===== src/rtl/irq_context_seq.sv =====
// Interrupt entry/exit sequencer: pushes PC/SR and vectors to ISR on entry, pops SR/PC and restores SP on RTI.
// Moore outputs decoded from state and captured registers; each memory request is held until mem_ready.
module irq_context_seq #(
  parameter logic [7:0]  IRQ_BANK = 8'hFF,
  parameter int unsigned IE_BIT   = 0
) (
  input  logic        clock,
  input  logic        reset_n,
  input  logic        irq_req,
  input  logic        boundary,
  input  logic        rti,
  input  logic [15:0] pc,
  input  logic [15:0] sr,
  input  logic [15:0] sp,
  input  logic [15:0] isr,
  output logic [15:0] mem_addr,
  output logic [15:0] mem_wdata,
  output logic        mem_we,
  output logic        mem_re,
  input  logic [15:0] mem_rdata,
  input  logic        mem_ready,
  output logic        pc_load,
  output logic        sr_load,
  output logic        sp_load,
  output logic [15:0] pc_next,
  output logic [15:0] sr_next,
  output logic [15:0] sp_next,
  output logic        core_stall,
  output logic        irq_ack
);

  typedef enum logic [2:0] {
    IDLE, PUSH_PC, PUSH_SR, VECTOR, POP_SR, POP_PC, RESTORE
  } state_t;

  localparam logic [15:0] IE_MASK = 16'(16'h0001 << IE_BIT);

  state_t      state_q, state_d;
  logic [15:0] base_sp_q, base_sp_d;
  logic [15:0] saved_pc_q, saved_pc_d;
  logic [15:0] saved_sr_q, saved_sr_d;

  always_comb begin
    state_d    = state_q;
    base_sp_d  = base_sp_q;
    saved_pc_d = saved_pc_q;
    saved_sr_d = saved_sr_q;
    case (state_q)
      IDLE: begin
        // RTI wins over a simultaneous eligible interrupt
        if (rti) begin
          base_sp_d = sp;
          state_d   = POP_SR;
        end else if (boundary && irq_req && ((sr & IE_MASK) != 16'h0000)) begin
          base_sp_d  = sp;
          saved_pc_d = pc;
          saved_sr_d = sr;
          state_d    = PUSH_PC;
        end
      end
      PUSH_PC: if (mem_ready) state_d = PUSH_SR;
      PUSH_SR: if (mem_ready) state_d = VECTOR;
      VECTOR:  state_d = IDLE;
      POP_SR: begin
        if (mem_ready) begin
          saved_sr_d = mem_rdata;
          state_d    = POP_PC;
        end
      end
      POP_PC: begin
        if (mem_ready) begin
          saved_pc_d = mem_rdata;
          state_d    = RESTORE;
        end
      end
      RESTORE: state_d = IDLE;
      default: state_d = IDLE;
    endcase
  end

  always_ff @(posedge clock or negedge reset_n) begin
    if (!reset_n) begin
      state_q    <= IDLE;
      base_sp_q  <= 16'h0000;
      saved_pc_q <= 16'h0000;
      saved_sr_q <= 16'h0000;
    end else begin
      state_q    <= state_d;
      base_sp_q  <= base_sp_d;
      saved_pc_q <= saved_pc_d;
      saved_sr_q <= saved_sr_d;
    end
  end

  always_comb begin
    mem_addr   = 16'h0000;
    mem_wdata  = 16'h0000;
    mem_we     = 1'b0;
    mem_re     = 1'b0;
    pc_load    = 1'b0;
    sr_load    = 1'b0;
    sp_load    = 1'b0;
    pc_next    = 16'h0000;
    sr_next    = 16'h0000;
    sp_next    = 16'h0000;
    irq_ack    = 1'b0;
    core_stall = (state_q != IDLE);
    case (state_q)
      PUSH_PC: begin
        mem_we    = 1'b1;
        mem_addr  = base_sp_q - 16'd1;
        mem_wdata = saved_pc_q;
      end
      PUSH_SR: begin
        mem_we    = 1'b1;
        mem_addr  = base_sp_q - 16'd2;
        mem_wdata = saved_sr_q;
      end
      VECTOR: begin
        pc_load = 1'b1;
        pc_next = isr;
        sr_load = 1'b1;
        // Handler runs in the IRQ bank with interrupts masked
        sr_next = {IRQ_BANK, saved_sr_q[7:0] & ~IE_MASK[7:0]};
        sp_load = 1'b1;
        sp_next = base_sp_q - 16'd2;
        irq_ack = 1'b1;
      end
      POP_SR: begin
        mem_re   = 1'b1;
        mem_addr = base_sp_q;
      end
      POP_PC: begin
        mem_re   = 1'b1;
        mem_addr = base_sp_q + 16'd1;
      end
      RESTORE: begin
        pc_load = 1'b1;
        pc_next = saved_pc_q;
        sr_load = 1'b1;
        sr_next = saved_sr_q;
        sp_load = 1'b1;
        sp_next = base_sp_q + 16'd2;
      end
      default: ;
    endcase
  end

endmodule


===== config.mk =====
export PLATFORM = sky130hd
export DESIGN_NAME = irq_context_seq
export DESIGN_NICKNAME = d
export VERILOG_FILES = /design/src/rtl/irq_context_seq.sv
export SDC_FILE = /design/constraint.sdc
export NUM_CORES = 1
export LEC_CHECK = 0
export CORE_ASPECT_RATIO = 1.2
export CORE_UTILIZATION = 40
export DETAILED_ROUTE_END_ITERATION = 12
export PLACE_DENSITY = 0.77
export SYNTH_ARGS = -nofsm -noshare
export SYNTH_HDL_FRONTEND = slang
export SYNTH_SLANG_ARGS = --single-unit

===== constraint.sdc =====
create_clock -name clock -period 3.3 [get_ports clock]
set_input_delay 0.33 -clock clock [delete_from_list [all_inputs] [get_ports clock]]
set_output_delay 0.33 -clock clock [all_outputs]
set_load 0.005 [all_outputs]

==> impl_metrics.env <==
export IMPL_status="finished with violations"
export IMPL_violations="setup timing"
export IMPL_dieHeight_um=119
export IMPL_p_per_area_nw_per_um2=1070
export IMPL_dp_final_hpwl_um=12700
export IMPL_diodes=0
export IMPL_internal_power_mw=4.20
export IMPL_p_seq_share_pct=16.9
export IMPL_synth_edff_count=0
export IMPL_slew_violations=0
export IMPL_ant_nets=0
export IMPL_synth_cell_types=51
export IMPL_die_area_um2=11800
export IMPL_routed_via_count=5513
export IMPL_dp_cells=913
export IMPL_avgSynthCellArea_um2=7.78
export IMPL_drc=0
export IMPL_cts_hold_fix_buffers=0
export IMPL_rows=42
export IMPL_pin_count=173
export IMPL_cp_top_family="compound AO/OA/AOI/OAI gates"
export IMPL_arrival_ps=3010
export IMPL_clockBufferDepth=2
export IMPL_stdcell_count=940
export IMPL_synth_area_um2=4560
export IMPL_cp_start_kind="flip-flop"
export IMPL_crit_chain="nor2b_4, nand2_4, buf_6, ha_4, nand2_1, a211o_1, buf_4, a21o_1, a2111oi_4, o41ai_2, a31oi_1, buf_2"
export IMPL_pwr_share_comb_pct=75.9
export IMPL_path_buf_inv=3
export IMPL_drtIter0Drc=435
export IMPL_switching_share_pct=46.1
export IMPL_finClkSkew_ps=8.12
export IMPL_async_flop_share_pct=100
export IMPL_synth_warnings=0
export IMPL_synthCells=586
export IMPL_ir_drop_uv=426
export IMPL_ys_seq_area_share_pct=28.0
export IMPL_worstSkewPairLatency_ps=300
export IMPL_io_buffers=172
export IMPL_max_freq_mhz=299
export IMPL_power_leakage_nw=3.12
export IMPL_nets=893
export IMPL_worst_pin_slew_ps=878
export IMPL_slew_headroom_pct=41.5
export IMPL_synth_seq_cells=51
export IMPL_clock_sinks=51
export IMPL_cp_max_fo=6
export IMPL_hp_class="primary input to asynchronous set/reset pin"
export IMPL_fin_ws_ps=-40.8
export IMPL_crit_type="flip-flop to primary output"
export IMPL_wl_per_cell_um=18.8
export IMPL_grt_antenna_before_repair=0
export IMPL_min_period_ps=3340
export IMPL_grt_pass1_vias=5352
export IMPL_finalPower_mw=7.78
export IMPL_clockPowerShare_pct=7.2
export IMPL_nFillCells=935
export IMPL_worstSetupEndpointType="primary output"
export IMPL_rsz0062_at_grt="true"
export IMPL_grtUsageTotal_pct=29.8
export IMPL_ys_flop_type="dfrtp_1"
export IMPL_core_um2=11100
export IMPL_setup_violations_final=1
export IMPL_cp_slowest_stage_delay_ps=420
export IMPL_cp_required_ps=2970
export IMPL_start_util_pct=41.1
export IMPL_viasPerCell=5.86
export IMPL_switchingPower_mw=3.59
export IMPL_crit_slowest_cell="dfrtp_1"
export IMPL_die_x_um=99.5
export IMPL_place_ws_ps=3.73
export IMPL_utilization_pct=65.5
export IMPL_synthesis_nets=694
export IMPL_overflow=0
export IMPL_routed_wirelength_um=17700
export IMPL_layout_drive_gt1_share_pct=18.3
export IMPL_cts_tree="done"
export IMPL_multi_input_comb_area_um2=3370
export IMPL_htreeDepth=2
export IMPL_grt_pass1_wl_um=27600
export IMPL_cts_buffers=5
export IMPL_cts_root_buf="clkbuf_16"
export IMPL_cts_clk_slew_worst_paths_ps=80
export IMPL_firstDrtPassIters=5
export IMPL_syn_to_final_growth_pct=59.3
export IMPL_hold_violations=0
export IMPL_ff_latch_area_um2=1280
export IMPL_post_route_period_util_pct=101
export IMPL_grt_max_degree=38
export IMPL_timing_max_cap_violations=0
export IMPL_gp_congestion=0.863
-- worst register-to-register path: stages (launching register included) --
cell	delay (ps)
dfrtp_1	480
buf_4	240
nor3_1	390
inv_1	130
nor2_1	200
a21oi_1	80
a21oi_2	130
buf_4	320
nor2_1	80
a31oi_1	160
-- synth_stat cells (2+ instances only) --
cell type | count | area [µm²]
buf_4 | 3 | 22.5
nor3b_1 | 3 | 22.5
a31oi_1 | 19 | 119
buf_2 | 7 | 35.0
nand2_1 | 102 | 383
o32ai_1 | 2 | 17.5
a21o_1 | 2 | 15.0
ha_1 | 21 | 263
a211oi_1 | 3 | 22.5
a22oi_1 | 15 | 113
mux2i_1 | 18 | 180
dfrtp_1 | 51 | 1280
clkbuf_1 | 33 | 124
buf_1 | 4 | 15.0
nor3_4 | 2 | 32.5
nor2_1 | 43 | 161
mux2_2 | 14 | 158
xor2_1 | 9 | 78.8
nand3_1 | 12 | 60.1
nand2b_1 | 7 | 43.8
o21ai_0 | 38 | 190
nor3_1 | 11 | 55.1
a22o_1 | 32 | 280
o22ai_1 | 11 | 68.8
xnor2_1 | 10 | 87.6
and3_1 | 8 | 50.1
or3_1 | 4 | 25.0
a21oi_1 | 39 | 195
o22a_1 | 6 | 52.6
and2_1 | 10 | 62.6
nand4_1 | 3 | 18.8
nor2b_1 | 7 | 43.8
o21a_1 | 2 | 15.0
nor4_1 | 3 | 18.8
a211o_1 | 2 | 17.5
a221oi_1 | 7 | 61.3
inv_1 | 9 | 33.8
-- per-layer routing --
| layer | track usage (%) | share of wire [%] |
|---|---|---|
| met1 | 35.3 | 38 |
| met4 | 12.0 | 3.5 |
| met5 | 0 | 0 |
| met2 | 52.0 | 50 |
| met3 | 6.28 | 8.8 |
-- area by class of cell --
class                           count  share of cell area, %
Timing Repair Buffer              239                   30.9
Inverter                            9                  0.465
Clock inverter                      3                  0.310
Multi-Input combinational cell    479                   46.4
Clock buffer                        5                   1.72
Tap cell                          154                   2.65
Sequential cell                    51                   17.6
-- kinds of logic (layout without fill, tap and decap cells) --
group / after synthesis / count (layout) / share of synthesized area [%]
AND/OR/NAND/NOR: 218 / 219 / 22.2
AO/OA/AOI/OAI: 187 / 187 / 27.3
buffers and inverters: 57 / 256 / 5.29
flip-flops: 51 / 51 / 28.0
multiplexers: 32 / 32 / 7.41
adder cells (fa/ha/maj): 22 / 22 / 6.20
XOR/XNOR: 19 / 19 / 3.65
-- repair_timing --
action | 4_1_cts | 5_1_grt
setup buffers | 11 | 7
gates resized for setup | 45 | 36
pin swaps | 9 | 10
gates cloned | 1 | 0
endpoints found under the setup margin | 13 | 54
-- state kept, by name, summed over array words and instances (netlist names) --
register,cells
base_sp_q,16
saved_sr_q,16
state_q,3
saved_pc_q,16
-- placed cells by master, fill, tap and decap left out, types with 10 or more instances in the layout --
| cell type | netlist | final |
|---|---|---|
| ha_4 | 0 | 11 |
| o21ai_0 | 38 | 32 |
| dfrtp_1 | 51 | 51 |
| a21oi_1 | 39 | 30 |
| a22o_1 | 32 | 32 |
| clkdlybuf4s50_1 | 0 | 159 |
| mux2_2 | 14 | 14 |
| o22ai_1 | 11 | 10 |
| a22oi_1 | 15 | 15 |
| a31oi_1 | 19 | 19 |
| xnor2_1 | 10 | 10 |
| nand2_1 | 102 | 100 |
| mux2i_1 | 18 | 18 |
| ha_1 | 21 | 10 |
| nor2_1 | 43 | 40 |
| buf_4 | 3 | 62 |
| nand3_1 | 12 | 10 |
-- power groups by stage --
stage	Combinational (mW)	Sequential, mW	Clock [mW]
6_report	5.91	1.31	0.559
5_1_grt	6.38	1.36	0.588
4_1_cts	5.49	1.29	0.561
3_5_place_dp	5.13	1.27	0
3_3_place_gp	5.07	1.26	0
2_1_floorplan	2.94	1.16	0
-- path summary, 6_finish.rpt --
kind	from	end	slack (ps)	cells after the start
setup / recovery	state_q[1]	mem_addr[15]	-40	12
hold / removal	reset_n	saved_pc_q[6]	140	1
setup reg to reg	state_q[2]	saved_sr_q[8]	1010	9
hold reg to reg	saved_pc_q[15]	saved_pc_q[15]	520	2
max in group asynchronous	reset_n	base_sp_q[14]	2420	2
min in group clock	saved_pc_q[15]	saved_pc_q[15]	520	2
-- metrics by stage --
stage	hold WS (ps)	TNS (ps)	instance area, µm²
global route	209	-340	7270
floorplan	34.4	0	4570
global placement	478	0	6640
finish	143	-40.8	7270
CTS	165	0	7060
detailed placement	488	0	6640
(Power assumes the default switching activity.)
